`src/rtl/keypad_event_filter_pkg.sv`:
```
`default_nettype none
// ============================================================================
// Module      : calc_pkg
// Description : Shared types and constants for the calculator keypad path:
//               filter state enum, operation codes, raw key index constants
//               and the raw-code -> digit/operation decode function used by
//               both the keypad filter and the calculator control.
// Revision    : 1.0 - initial release
// ============================================================================
package calc_pkg;

  localparam int DIGIT_W      = 4;
  localparam int OP_W         = 3;
  localparam int STABLE_CNT_W = 24;

  typedef enum logic [1:0] {
    ST_IDLE       = 2'd0,
    ST_PRESS_DB   = 2'd1,
    ST_HELD       = 2'd2,
    ST_RELEASE_DB = 2'd3
  } kf_state_e;

  localparam logic [OP_W-1:0] OP_NONE  = 3'd0;
  localparam logic [OP_W-1:0] OP_ENTER = 3'd1;
  localparam logic [OP_W-1:0] OP_ADD   = 3'd2;
  localparam logic [OP_W-1:0] OP_SUB   = 3'd3;
  localparam logic [OP_W-1:0] OP_MUL   = 3'd4;
  localparam logic [OP_W-1:0] OP_DIV   = 3'd5;
  localparam logic [OP_W-1:0] OP_NEG   = 3'd6;

  // Scanner key indices (physical matrix positions, not the printed legend).
  localparam logic [3:0] KEY_0 = 4'h0;
  localparam logic [3:0] KEY_1 = 4'h1;
  localparam logic [3:0] KEY_2 = 4'h2;
  localparam logic [3:0] KEY_3 = 4'h3;
  localparam logic [3:0] KEY_4 = 4'h4;
  localparam logic [3:0] KEY_5 = 4'h5;
  localparam logic [3:0] KEY_6 = 4'h6;
  localparam logic [3:0] KEY_7 = 4'h7;
  localparam logic [3:0] KEY_8 = 4'h8;
  localparam logic [3:0] KEY_9 = 4'h9;
  localparam logic [3:0] KEY_A = 4'hA;
  localparam logic [3:0] KEY_B = 4'hB;
  localparam logic [3:0] KEY_C = 4'hC;
  localparam logic [3:0] KEY_D = 4'hD;
  localparam logic [3:0] KEY_E = 4'hE;
  localparam logic [3:0] KEY_F = 4'hF;

  typedef struct packed {
    logic               is_digit;
    logic [DIGIT_W-1:0] digit;
    logic [OP_W-1:0]    op;
  } key_evt_t;

  // Digits report op = OP_NONE; operations report digit = 0.
  function automatic key_evt_t decode_key(input logic [3:0] idx);
    key_evt_t e;
    e.is_digit = 1'b1;
    e.digit    = 4'd0;
    e.op       = OP_NONE;
    case (idx)
      KEY_0: e.digit = 4'd1;
      KEY_1: e.digit = 4'd4;
      KEY_2: e.digit = 4'd7;
      KEY_3: e.digit = 4'd0;
      KEY_4: e.digit = 4'd2;
      KEY_5: e.digit = 4'd5;
      KEY_6: e.digit = 4'd8;
      KEY_8: e.digit = 4'd3;
      KEY_9: e.digit = 4'd6;
      KEY_A: e.digit = 4'd9;
      KEY_C: begin e.is_digit = 1'b0; e.op = OP_ENTER; end
      KEY_D: begin e.is_digit = 1'b0; e.op = OP_ADD;   end
      KEY_E: begin e.is_digit = 1'b0; e.op = OP_SUB;   end
      KEY_F: begin e.is_digit = 1'b0; e.op = OP_MUL;   end
      KEY_B: begin e.is_digit = 1'b0; e.op = OP_DIV;   end
      KEY_7: begin e.is_digit = 1'b0; e.op = OP_NEG;   end
      default: begin e.is_digit = 1'b0; e.op = OP_NONE; end
    endcase
    return e;
  endfunction

endpackage
`default_nettype wire

```
`src/rtl/keypad_event_filter_if.sv`:
```
`default_nettype none
// ============================================================================
// Module      : keypad_event_filter_if
// Description : Key event channel between the keypad filter (master) and
//               the calculator control (slave).
//   key_valid    : event pending (master -> slave)
//   key_ready    : event accepted when high with key_valid (slave -> master)
//   key_is_digit : event is a digit 0-9
//   key_digit    : digit value, 0 for operations
//   key_op       : operation code, OP_NONE for digits
//   dropped      : one-cycle pulse, a new event was discarded
// Revision    : 1.0 - initial release
// ============================================================================
interface keypad_event_filter_if;
  import calc_pkg::*;

  logic               key_valid;
  logic               key_ready;
  logic               key_is_digit;
  logic [DIGIT_W-1:0] key_digit;
  logic [OP_W-1:0]    key_op;
  logic               dropped;

  modport master (
    output key_valid,
    output key_is_digit,
    output key_digit,
    output key_op,
    output dropped,
    input  key_ready
  );

  modport slave (
    input  key_valid,
    input  key_is_digit,
    input  key_digit,
    input  key_op,
    input  dropped,
    output key_ready
  );

endinterface
`default_nettype wire

```
`src/rtl/keypad_event_filter_decode.sv`:
```
`default_nettype none
// ============================================================================
// Module      : key_decode
// Description : Purely combinational raw key index -> {is_digit, digit, op}.
//               Also usable by the display to echo the last key.
//   code     : in  4  raw key index
//   is_digit : out 1  key is a digit
//   digit    : out 4  digit value (0 for operations)
//   op       : out 3  operation code (OP_NONE for digits)
// Revision    : 1.0 - initial release
// ============================================================================
module key_decode
  import calc_pkg::*;
(
  input  logic [3:0]         code,
  output logic               is_digit,
  output logic [DIGIT_W-1:0] digit,
  output logic [OP_W-1:0]    op
);

  key_evt_t dec;

  always_comb begin
    dec      = decode_key(code);
    is_digit = dec.is_digit;
    digit    = dec.digit;
    op       = dec.op;
  end

endmodule
`default_nettype wire

```
`src/rtl/keypad_event_filter.sv`:
```
`default_nettype none
// ============================================================================
// Module      : keypad_event_filter
// Description : Debounces the scanner's level-style key code and produces one
//               decoded key event per physical press, held in an output
//               register until the consumer accepts it.
//   DEBOUNCE_CYCLES : identical samples needed to accept press / release
//   clock           : in  1  system clock, rising edge
//   reset           : in  1  asynchronous, active-low
//   value           : in  5  raw code, [4] key present, [3:0] key index
//   evt             : master side of keypad_event_filter_if
// Revision    : 1.0 - initial release
// ============================================================================
module keypad_event_filter
  import calc_pkg::*;
#(
  parameter int DEBOUNCE_CYCLES = 500000
)
(
  input  logic                         clock,
  input  logic                         reset,
  input  logic [4:0]                   value,
  keypad_event_filter_if.master        evt
);

  localparam logic [STABLE_CNT_W-1:0] DB_LIMIT = STABLE_CNT_W'(DEBOUNCE_CYCLES);

  kf_state_e                state_q, state_d;
  logic [3:0]               cand_q, cand_d;
  logic [STABLE_CNT_W-1:0]  stable_cnt_q, stable_cnt_d;
  logic                     key_valid_q, key_valid_d;
  logic                     key_is_digit_q, key_is_digit_d;
  logic [DIGIT_W-1:0]       key_digit_q, key_digit_d;
  logic [OP_W-1:0]          key_op_q, key_op_d;
  logic                     dropped_q, dropped_d;

  logic                     key_down;
  logic                     emit;
  logic                     accept;
  logic [STABLE_CNT_W-1:0]  cnt_inc;
  logic                     dec_is_digit;
  logic [DIGIT_W-1:0]       dec_digit;
  logic [OP_W-1:0]          dec_op;

  assign key_down = value[4];
  assign accept   = key_valid_q & evt.key_ready;
  // Saturating increment: the counter never wraps back to a small value.
  assign cnt_inc  = (stable_cnt_q == '1) ? stable_cnt_q : stable_cnt_q + 1'b1;

  // The candidate equals the live code whenever an emit fires.
  key_decode u_key_decode (
    .code     (cand_q),
    .is_digit (dec_is_digit),
    .digit    (dec_digit),
    .op       (dec_op)
  );

  // Debounce FSM and stable-sample counter.
  always_comb begin
    state_d      = state_q;
    cand_d       = cand_q;
    stable_cnt_d = stable_cnt_q;
    emit         = 1'b0;
    case (state_q)
      ST_IDLE: begin
        if (key_down) begin
          cand_d       = value[3:0];
          stable_cnt_d = STABLE_CNT_W'(1);
          state_d      = ST_PRESS_DB;
        end
      end
      ST_PRESS_DB: begin
        if (!key_down) begin
          state_d = ST_IDLE;
        end else if (value[3:0] != cand_q) begin
          // Bounce onto a different key: restart on the new code.
          cand_d       = value[3:0];
          stable_cnt_d = STABLE_CNT_W'(1);
        end else begin
          stable_cnt_d = cnt_inc;
          if (cnt_inc == DB_LIMIT) begin
            emit    = 1'b1;
            state_d = ST_HELD;
          end
        end
      end
      ST_HELD: begin
        // Code changes while held are deliberately ignored.
        if (!key_down) begin
          stable_cnt_d = STABLE_CNT_W'(1);
          state_d      = ST_RELEASE_DB;
        end
      end
      ST_RELEASE_DB: begin
        if (key_down) begin
          state_d = ST_HELD;
        end else begin
          stable_cnt_d = cnt_inc;
          if (cnt_inc == DB_LIMIT) begin
            state_d = ST_IDLE;
          end
        end
      end
      default: state_d = ST_IDLE;
    endcase
  end

  // Output event register. An emit may reload it on the same edge it is
  // accepted; otherwise a pending event wins and the new one is dropped.
  always_comb begin
    key_valid_d    = key_valid_q;
    key_is_digit_d = key_is_digit_q;
    key_digit_d    = key_digit_q;
    key_op_d       = key_op_q;
    dropped_d      = 1'b0;
    if (accept) begin
      key_valid_d    = 1'b0;
      key_is_digit_d = 1'b0;
      key_digit_d    = '0;
      key_op_d       = OP_NONE;
    end
    if (emit) begin
      if (!key_valid_q || accept) begin
        key_valid_d    = 1'b1;
        key_is_digit_d = dec_is_digit;
        key_digit_d    = dec_digit;
        key_op_d       = dec_op;
      end else begin
        dropped_d = 1'b1;
      end
    end
  end

  always_ff @(posedge clock or negedge reset) begin
    if (!reset) begin
      state_q        <= ST_IDLE;
      cand_q         <= 4'd0;
      stable_cnt_q   <= '0;
      key_valid_q    <= 1'b0;
      key_is_digit_q <= 1'b0;
      key_digit_q    <= '0;
      key_op_q       <= OP_NONE;
      dropped_q      <= 1'b0;
    end else begin
      state_q        <= state_d;
      cand_q         <= cand_d;
      stable_cnt_q   <= stable_cnt_d;
      key_valid_q    <= key_valid_d;
      key_is_digit_q <= key_is_digit_d;
      key_digit_q    <= key_digit_d;
      key_op_q       <= key_op_d;
      dropped_q      <= dropped_d;
    end
  end

  assign evt.key_valid    = key_valid_q;
  assign evt.key_is_digit = key_is_digit_q;
  assign evt.key_digit    = key_digit_q;
  assign evt.key_op       = key_op_q;
  assign evt.dropped      = dropped_q;

endmodule
`default_nettype wire
```
`src/flat_wrapper.sv`:
```
// flat-port wrapper written by rule: the top's interface ports become plain ports
module keypad_event_filter_flat import calc_pkg::*;
#(
  parameter int DEBOUNCE_CYCLES = 500000
)
  (clock, reset, value, evt_key_valid, evt_key_is_digit, evt_key_digit, evt_key_op, evt_dropped, evt_key_ready);
  keypad_event_filter_if evt_i ();
  input  logic clock;
  input  logic reset;
  input  logic [4:0] value;
  output wire logic [$bits(evt_i.key_valid)-1:0] evt_key_valid;
  output wire logic [$bits(evt_i.key_is_digit)-1:0] evt_key_is_digit;
  output wire logic [$bits(evt_i.key_digit)-1:0] evt_key_digit;
  output wire logic [$bits(evt_i.key_op)-1:0] evt_key_op;
  output wire logic [$bits(evt_i.dropped)-1:0] evt_dropped;
  input wire logic [$bits(evt_i.key_ready)-1:0] evt_key_ready;
  assign evt_key_valid = evt_i.key_valid;
  assign evt_key_is_digit = evt_i.key_is_digit;
  assign evt_key_digit = evt_i.key_digit;
  assign evt_key_op = evt_i.key_op;
  assign evt_dropped = evt_i.dropped;
  assign evt_i.key_ready = evt_key_ready;
  keypad_event_filter #(.DEBOUNCE_CYCLES(DEBOUNCE_CYCLES)) u_core (.clock(clock), .reset(reset), .value(value), .evt(evt_i));
endmodule
```
`config.mk`:
```
export PLATFORM = sky130hd
export DESIGN_NAME = keypad_event_filter_flat
export DESIGN_NICKNAME = d
export VERILOG_FILES = /design/src/rtl/keypad_event_filter_pkg.sv /design/src/rtl/keypad_event_filter_if.sv /design/src/rtl/keypad_event_filter_decode.sv /design/src/rtl/keypad_event_filter.sv /design/src/flat_wrapper.sv
export SDC_FILE = /design/constraint.sdc
export NUM_CORES = 1
export LEC_CHECK = 0
export ABC_CLOCK_PERIOD_IN_PS = 4300
export BUFFER_PORTS_ARGS = -buffer_cell sky130_fd_sc_hd__buf_2
export CAP_MARGIN = 10
export CORE_MARGIN = 3
export CORE_UTILIZATION = 60
export CTS_CLUSTER_DIAMETER = 40
export DETAILED_ROUTE_END_ITERATION = 8
export PLACE_DENSITY = 0.79
export SETUP_SLACK_MARGIN = 0.2
export SYNTH_ARGS = -nofsm -noshare
export SYNTH_HDL_FRONTEND = slang
export SYNTH_SLANG_ARGS = --single-unit
```
`constraint.sdc`:
```
create_clock -name clock -period 4.3 [get_ports clock]
set_clock_uncertainty 0.15 [all_clocks]
set_input_delay 0.645 -clock clock [delete_from_list [all_inputs] [get_ports clock]]
set_output_delay 0.645 -clock clock [all_outputs]
set_load 0.05 [all_outputs]
```
Yosys cells after proc, flatten, opt, wreduce, memory -nomap -nowiden
Index checks and enable logic that the tools add are counted.
{ "word_totals": {"elab_cells": 87, "out_inout_bits": 10, "register_bits": 40, "in_bits": 8} }
{ "op_classes": {"n_reduce_logical": 9, "mux": 40, "bitwise": 1, "eq_ne": 28, "add_sub_neg": 1} }
{ "op_table": {"columns": ["operator", "count"], "rows": [
  ["$mux 24", 6],
  ["$pmux 24 s4", 1],
  ["$pmux 4 s9", 1],
  ["$eq 4x4->1 const B", 8],
  ["$add 24x1->24 const B", 1],
  ["$eq 24x19->1 const B", 1],
  ["$eq 24x24->1 const B", 1],
  ["$mux 4", 6],
  ["$pmux 3 s6", 1],
  ["$eq 4x3->1 const B", 4],
  ["$mux 2", 7],
  ["$mux 1", 13],
  ["$mux 3", 3],
  ["$ne 2x2->1 const B", 4],
  ["$pmux 2 s4", 1],
  ["$pmux 4 s2", 1],
  ["$reduce_and 4->1", 2],
  ["$ne 3x2->1 const B", 2],
  ["$reduce_or 6->1", 1],
  ["$reduce_and 5->1", 1],
  ["$eq 2x2->1 const B", 2],
  ["$eq 4x1->1 const B", 1],
  ["$eq 4x2->1 const B", 1],
  ["$logic_not 4->1", 1],
  ["other kinds (9)", 9]
]} }

Logic depth before layout (Yosys ltp)
{ "logic_depth": {"ltp_word": 8, "depth_mapped": 9, "mapped_depth_nobuf": 8} }

By module
A second synthesis with hierarchy kept.
{ "unflattened": {"cells_unflattened": 328, "hier_area_um2": 2721.4} }
{ "modules_own_cells": {"columns": ["mod", "cells_per_inst", "n_inst", "seq_area_each_um2", "area_per_inst_um2"], "rows": [
  ["keypad_event_filter", 305, 1, 1001.0, 2544.9],
  ["key_decode", 23, 1, 0.0, 176.4]
]} }

Least setup slack after synthesis
OpenSTA, ideal clock, no wires.
{ "synth_timing": {"path_type": "reg-to-reg", "from": "register u_core.stable_cnt_q[0]", "to": "register u_core.key_digit_q[0] (netlist: u_core.evt.key_digit[0])", "setup_slack_ps": 1310, "setup_ps": 79, "t_arrival_ps": 2761, "required_ps": 4071, "stages_incl_launch_ff": 10, "synth_period_minus_slack_ps": 2990, "n_path_buf": 1, "path_cell_list": "dfrtp_1 -> ha_1 -> nand3_1 -> clkbuf_1 -> nor4_4 -> a211oi_2 -> nor4b_1 -> o311ai_4 -> nor4_4 -> mux2i_1"} }
{ "synth_via": {"elab_chain_cells": 8, "word_cells_on_any_way": 9, "cone_classes": "add/sub: 1; eq/ne: 2; mux: 6"} }
{ "synth_lines": {"columns": ["item", "line", "source"], "rows": [
  ["from (decl)", "keypad_event_filter.sv:30", "logic [STABLE_CNT_W-1:0] stable_cnt_q, stable_cnt_d;"],
  ["from (signal assigned)", "keypad_event_filter.sv:147", "stable_cnt_q <= stable_cnt_d;"],
  ["$add 24x1->24 / $eq 24x24->1 (equally long branches)", "keypad_event_filter.sv:48", "assign cnt_inc = (stable_cnt_q == '1) ? stable_cnt_q : stable_cnt_q + 1'b1;"],
  ["$mux 24 *", "keypad_event_filter.sv:48", null],
  ["$eq 24x19->1 *", "keypad_event_filter.sv:81", "if (cnt_inc == DB_LIMIT) begin"],
  ["$mux 1 *", "keypad_event_filter.sv:81", null],
  ["$mux 1 *", "keypad_event_filter.sv:75", "end else if (value[3:0] != cand_q) begin"],
  ["$mux 1 *", "keypad_event_filter.sv:73", "if (!key_down) begin"],
  ["$mux 1 *", "keypad_event_filter.sv:64", "case (state_q)"],
  ["$mux 4 *", "keypad_event_filter.sv:122", "if (emit) begin"],
  ["net u_core.key_digit_d[0]", "keypad_event_filter.sv:33", "logic [DIGIT_W-1:0] key_digit_q, key_digit_d;"],
  ["to (signal assigned)", "keypad_event_filter.sv:150", "key_digit_q <= key_digit_d;"],
  ["to (decl)", "keypad_event_filter.sv:33", null]
]} }
Mark *: on every way through the listed nets, which the timed path passes. The rest lies on a longest branch.
A chain may end at the register's enable or synchronous reset.

Final worst setup path
{ "layout_timing": {"from": "register u_core.stable_cnt_q[0]", "to": "register u_core.key_op_q[2] (netlist: u_core.evt.key_op[2])"} }
{ "layout_via": {"elab_chain_cells": 8, "word_cells_on_any_way": 9, "cone_classes": "add/sub: 1; eq/ne: 2; mux: 6"} }
{ "layout_lines": {"columns": ["item", "line", "source"], "rows": [
  ["$add 24x1->24 / $eq 24x24->1 (equally long branches)", "keypad_event_filter.sv:48", null],
  ["$mux 24 *", "keypad_event_filter.sv:48", null],
  ["$eq 24x19->1 *", "keypad_event_filter.sv:81", null],
  ["$mux 1 *", "keypad_event_filter.sv:81", null],
  ["$mux 1 *", "keypad_event_filter.sv:75", null],
  ["$mux 1 *", "keypad_event_filter.sv:73", null],
  ["$mux 1 *", "keypad_event_filter.sv:64", null],
  ["$mux 3 *", "keypad_event_filter.sv:122", null],
  ["net u_core.key_op_d[2]", "keypad_event_filter.sv:34", "logic [OP_W-1:0] key_op_q, key_op_d;"],
  ["to (signal assigned)", "keypad_event_filter.sv:151", "key_op_q <= key_op_d;"],
  ["to (decl)", "keypad_event_filter.sv:34", null]
]} }
Marks and branches as above.

==> impl_metrics.py <==
metrics = {
    "setup_path": {
        "slowest_stage": "nor4_4",
        "slowest_delay_ns": 0.70,
        "cp.required_ns": 4.36,
        "r2r-start": "u_core.stable_cnt_q[0]$_DFFE_PN0P_",
        "timing.critical_path.from_type": "flop",
        "cp_cell_sequence": "ha_1, nand3_1, or4_4, or3_4, nor3_4, o311ai_4, nor4_4, mux2i_1",
        "end_kind": "flop",
        "worstSetupStartpoint": "u_core.stable_cnt_q[0]$_DFFE_PN0P_",
        "critPathArrivalTime_ns": 3.70,
        "critPathKind": "flop to flop",
        "cp_max_fo": 11,
    },
    "floorplan": {
        "ios": 18,
        "core_area_um2": 4170,
        "die-area_um2": 5360,
        "num_rows": 23,
        "die_h_um": 73.2,
        "start_util_pct": 64.9,
        "die_width_um": 73.2,
    },
    "yosys": {
        "syn_avg_cell_area_um2": 8.19,
        "synthArstFlopShare_pct": 100,
        "synthFlopType": "dfrtp_1",
        "ys_ff_latch": 40,
        "seq_area_frac_synth_pct": 36.9,
        "synthCells": 331,
        "yosys_warnings": 0,
        "synth-edff-count": 0,
        "synth_cell_type_count": 53,
        "syn-cell-area_um2": 2710,
        "syn-num-nets": 340,
    },
    "timing": {
        "rsz0062_at_grt": "false",
        "hold_viol_final": 0,
        "finalMaxSlewViolations": 0,
        "finalSetupTns_ns": 0,
        "finalCriticalPeriod_ns": 3.64,
        "slew_headroom_pct": 41.3,
        "fmax_mhz": 275,
        "fin_crit_sh_pct": 84.6,
        "worst_pin_slew_ns": 0.880,
        "setup_viol": 0,
        "holdWs_ns": 0.319,
    },
    "grt": {
        "grt_usage_pct": 24.7,
        "gr-usage-met1_pct": 37.7,
        "antenna_found_initial": 0,
        "grt_first_pass_wirelength_um": 10300,
        "grt_max_degree": 42,
        "grt_util_met2_pct": 35.6,
        "busiest_layer": "met1",
        "gr-total-overflow": 0,
        "grt_util_met3_pct": 4.13,
        "grt_pass1_vias": 2106,
    },
    "clocking": {
        "clk_pin_slew_ns": 0.08,
        "cts_tree": "yes",
        "cts_made_buffers": 5,
        "cts_root_buf": "clkbuf_8",
        "h-tree-depth": 2,
        "clock_latency_ns": 0.29,
        "cts_buffer_depth": 2,
        "clock-sinks": 40,
        "cts_setup_buffers": 0,
        "cts_resized": 0,
        "ctsHoldBuffers": 0,
    },
    "placement": {
        "place_area_um2": 2780,
        "io_buffers": 17,
        "hpwl_um": 4180,
        "routabilityCongestion": 0.909,
    },
    "power_and_ir_drop": {
        "p_leak_nw": 1.15,
        "power_density_nw_per_um2": 289,
        "ir_worst_vdd_uv": 212,
    },
    "route": {
        "wirelength_um": 5920,
        "firstDrtPassIters": 5,
        "wl_per_cell_um": 15.3,
        "ant_nets": 0,
        "viasPerCell": 6.14,
        "drt_iter0_drc": 342,
        "drc": 0,
        "vias": 2383,
    },
    "final_layout": {
        "drive_gt1_share_pct": 12.1,
        "final_util_pct": 69.1,
        "area_delta_synth_final_pct": 6.42,
        "final_cell_area_um2": 2880,
        "fin_nets": 346,
        "num_antenna_cells": 0,
    },
    "job": {
        "drv_cap": 0,
    },
    "hold_path": {
        "hold_class": "input port to asynchronous set/reset pin",
    },
    "status": {
        "status": "complete, no violations",
    },
}
-- metrics by stage --
| stage | instances | setup slack (ns) | total power, mW |
|---|---|---|---|
| final | 388 | 0.663 | 0.833 |
| after CTS | 388 | 0.701 | 0.841 |
| after floorplan | 331 | 1.31 | 0.507 |
| after global routing | 388 | 0.402 | 0.879 |
| after global placement | 380 | 0.864 | 0.535 |
| after detailed placement | 380 | 0.735 | 0.538 |
-- layout by cell type, fill, tap and decap left out, types with 3 or more instances in the layout --
cell       n
xnor2_1    6
o21ai_0   43
a21o_1     3
nor2b_1    5
mux2i_1    9
nand3_1   12
a31oi_1    6
dfrtp_1   40
xor2_1     7
o211ai_1   3
and3_1     5
nor3_1    13
o31ai_1    3
nand2b_1   3
inv_1     12
clkbuf_8   5
nor2_1    24
buf_2     17
a21oi_1   12
nand4_1    5
nor4_1     7
nand2_1   51
-- path summary, 6_finish.rpt --
kind | depth (start not counted) | slack (ns) | to
max | 8 | 0.66 | u_core.evt.key_op[2]$_DFF_PN0_
min | 1 | 0.32 | u_core.stable_cnt_q[10]$_DFFE_PN0P_
max reg2reg | 8 | 0.66 | u_core.evt.key_op[2]$_DFF_PN0_
min reg2reg | 2 | 0.37 | u_core.evt.key_digit[3]$_DFF_PN0_
max in group asynchronous | 1 | 3.12 | u_core.stable_cnt_q[14]$_DFFE_PN0P_
min in group clock | 2 | 0.37 | u_core.evt.key_digit[3]$_DFF_PN0_
-- power breakdown --
part | internal [mW] | switching, mW
registers | 0.390 | 0.0315
logic | 0.0431 | 0.0665
clock network | 0.172 | 0.130
-- state kept, by name, summed over array words and instances (netlist names), named ones only --
| register | cells |
|---|---|
| u_core.cand_q | 4 |
| u_core.evt.dropped | 1 |
| u_core.evt.key_digit | 4 |
| u_core.evt.key_is_digit | 1 |
| u_core.evt.key_op | 3 |
| u_core.evt.key_valid | 1 |
| u_core.stable_cnt_q | 24 |
| u_core.state_q | 1 |
-- Yosys cell counts (2+ instances only) --
cell type	instances	area, µm²
mux2i_1	9	90.1
a21oi_1	12	60.1
or4_4	2	22.5
nand2b_1	3	18.8
or3_1	2	12.5
nand3_1	12	60.1
o21ai_1	2	10.0
a21boi_0	2	15.0
o21ai_0	43	215
nor4_4	2	42.5
a211oi_2	2	25.0
nor4_1	7	43.8
o41ai_1	2	17.5
and2_1	2	12.5
nor3_1	13	65.1
inv_1	12	45.0
a22o_1	2	17.5
clkbuf_1	14	52.6
nand4_2	2	25.0
nor3b_1	2	15.0
xor2_1	7	61.3
buf_4	3	22.5
a21o_1	3	22.5
xnor2_1	6	52.6
nand2_1	51	191
and3_1	5	31.3
o22ai_1	2	12.5
buf_2	2	10.0
o31ai_1	3	22.5
nor2b_1	5	31.3
nand4_1	5	31.3
nor2_1	24	90.1
a31oi_1	6	37.5
dfrtp_1	40	1000
o21a_1	2	15.0
o211ai_1	3	22.5
-- layer usage --
metal,vias up,part of all wire (%)
li1,1193,-
met1,1120,49
met2,66,45
met3,4,5.3
met4,0,0.73
met5,-,0
-- critical path, delay by kind of cell (launching register included) --
kind | cells | cell delay [ns]
and+or+nand+nor | 5 | 2.23
AOI/OAI and AO/OA | 1 | 0.16
DFF | 1 | 0.46
adders and majority gates | 1 | 0.27
muxes | 1 | 0.27
-- kinds of logic (layout without fill, tap and decap cells) --
logic type	after synthesis	count (layout)	synth area share [%]
simple gates	146	146	29.1
compound gates	90	90	20.8
flops	40	40	36.9
buf+inv	32	39	5.22
xor+xnor	13	13	4.20
mux	9	9	3.32
fa+ha+maj	1	1	0.462
-- final cells by class --
type | instances | area [µm²]
clock buffer | 6 | 72.6
tap | 50 | 62.6
inverter | 12 | 45.0
multi-input combinational | 259 | 1570
timing repair buffer | 19 | 100
clock inverter | 2 | 35.0
fill | 339 | 1290
sequential | 40 | 1000
(Power assumes the default switching activity.)
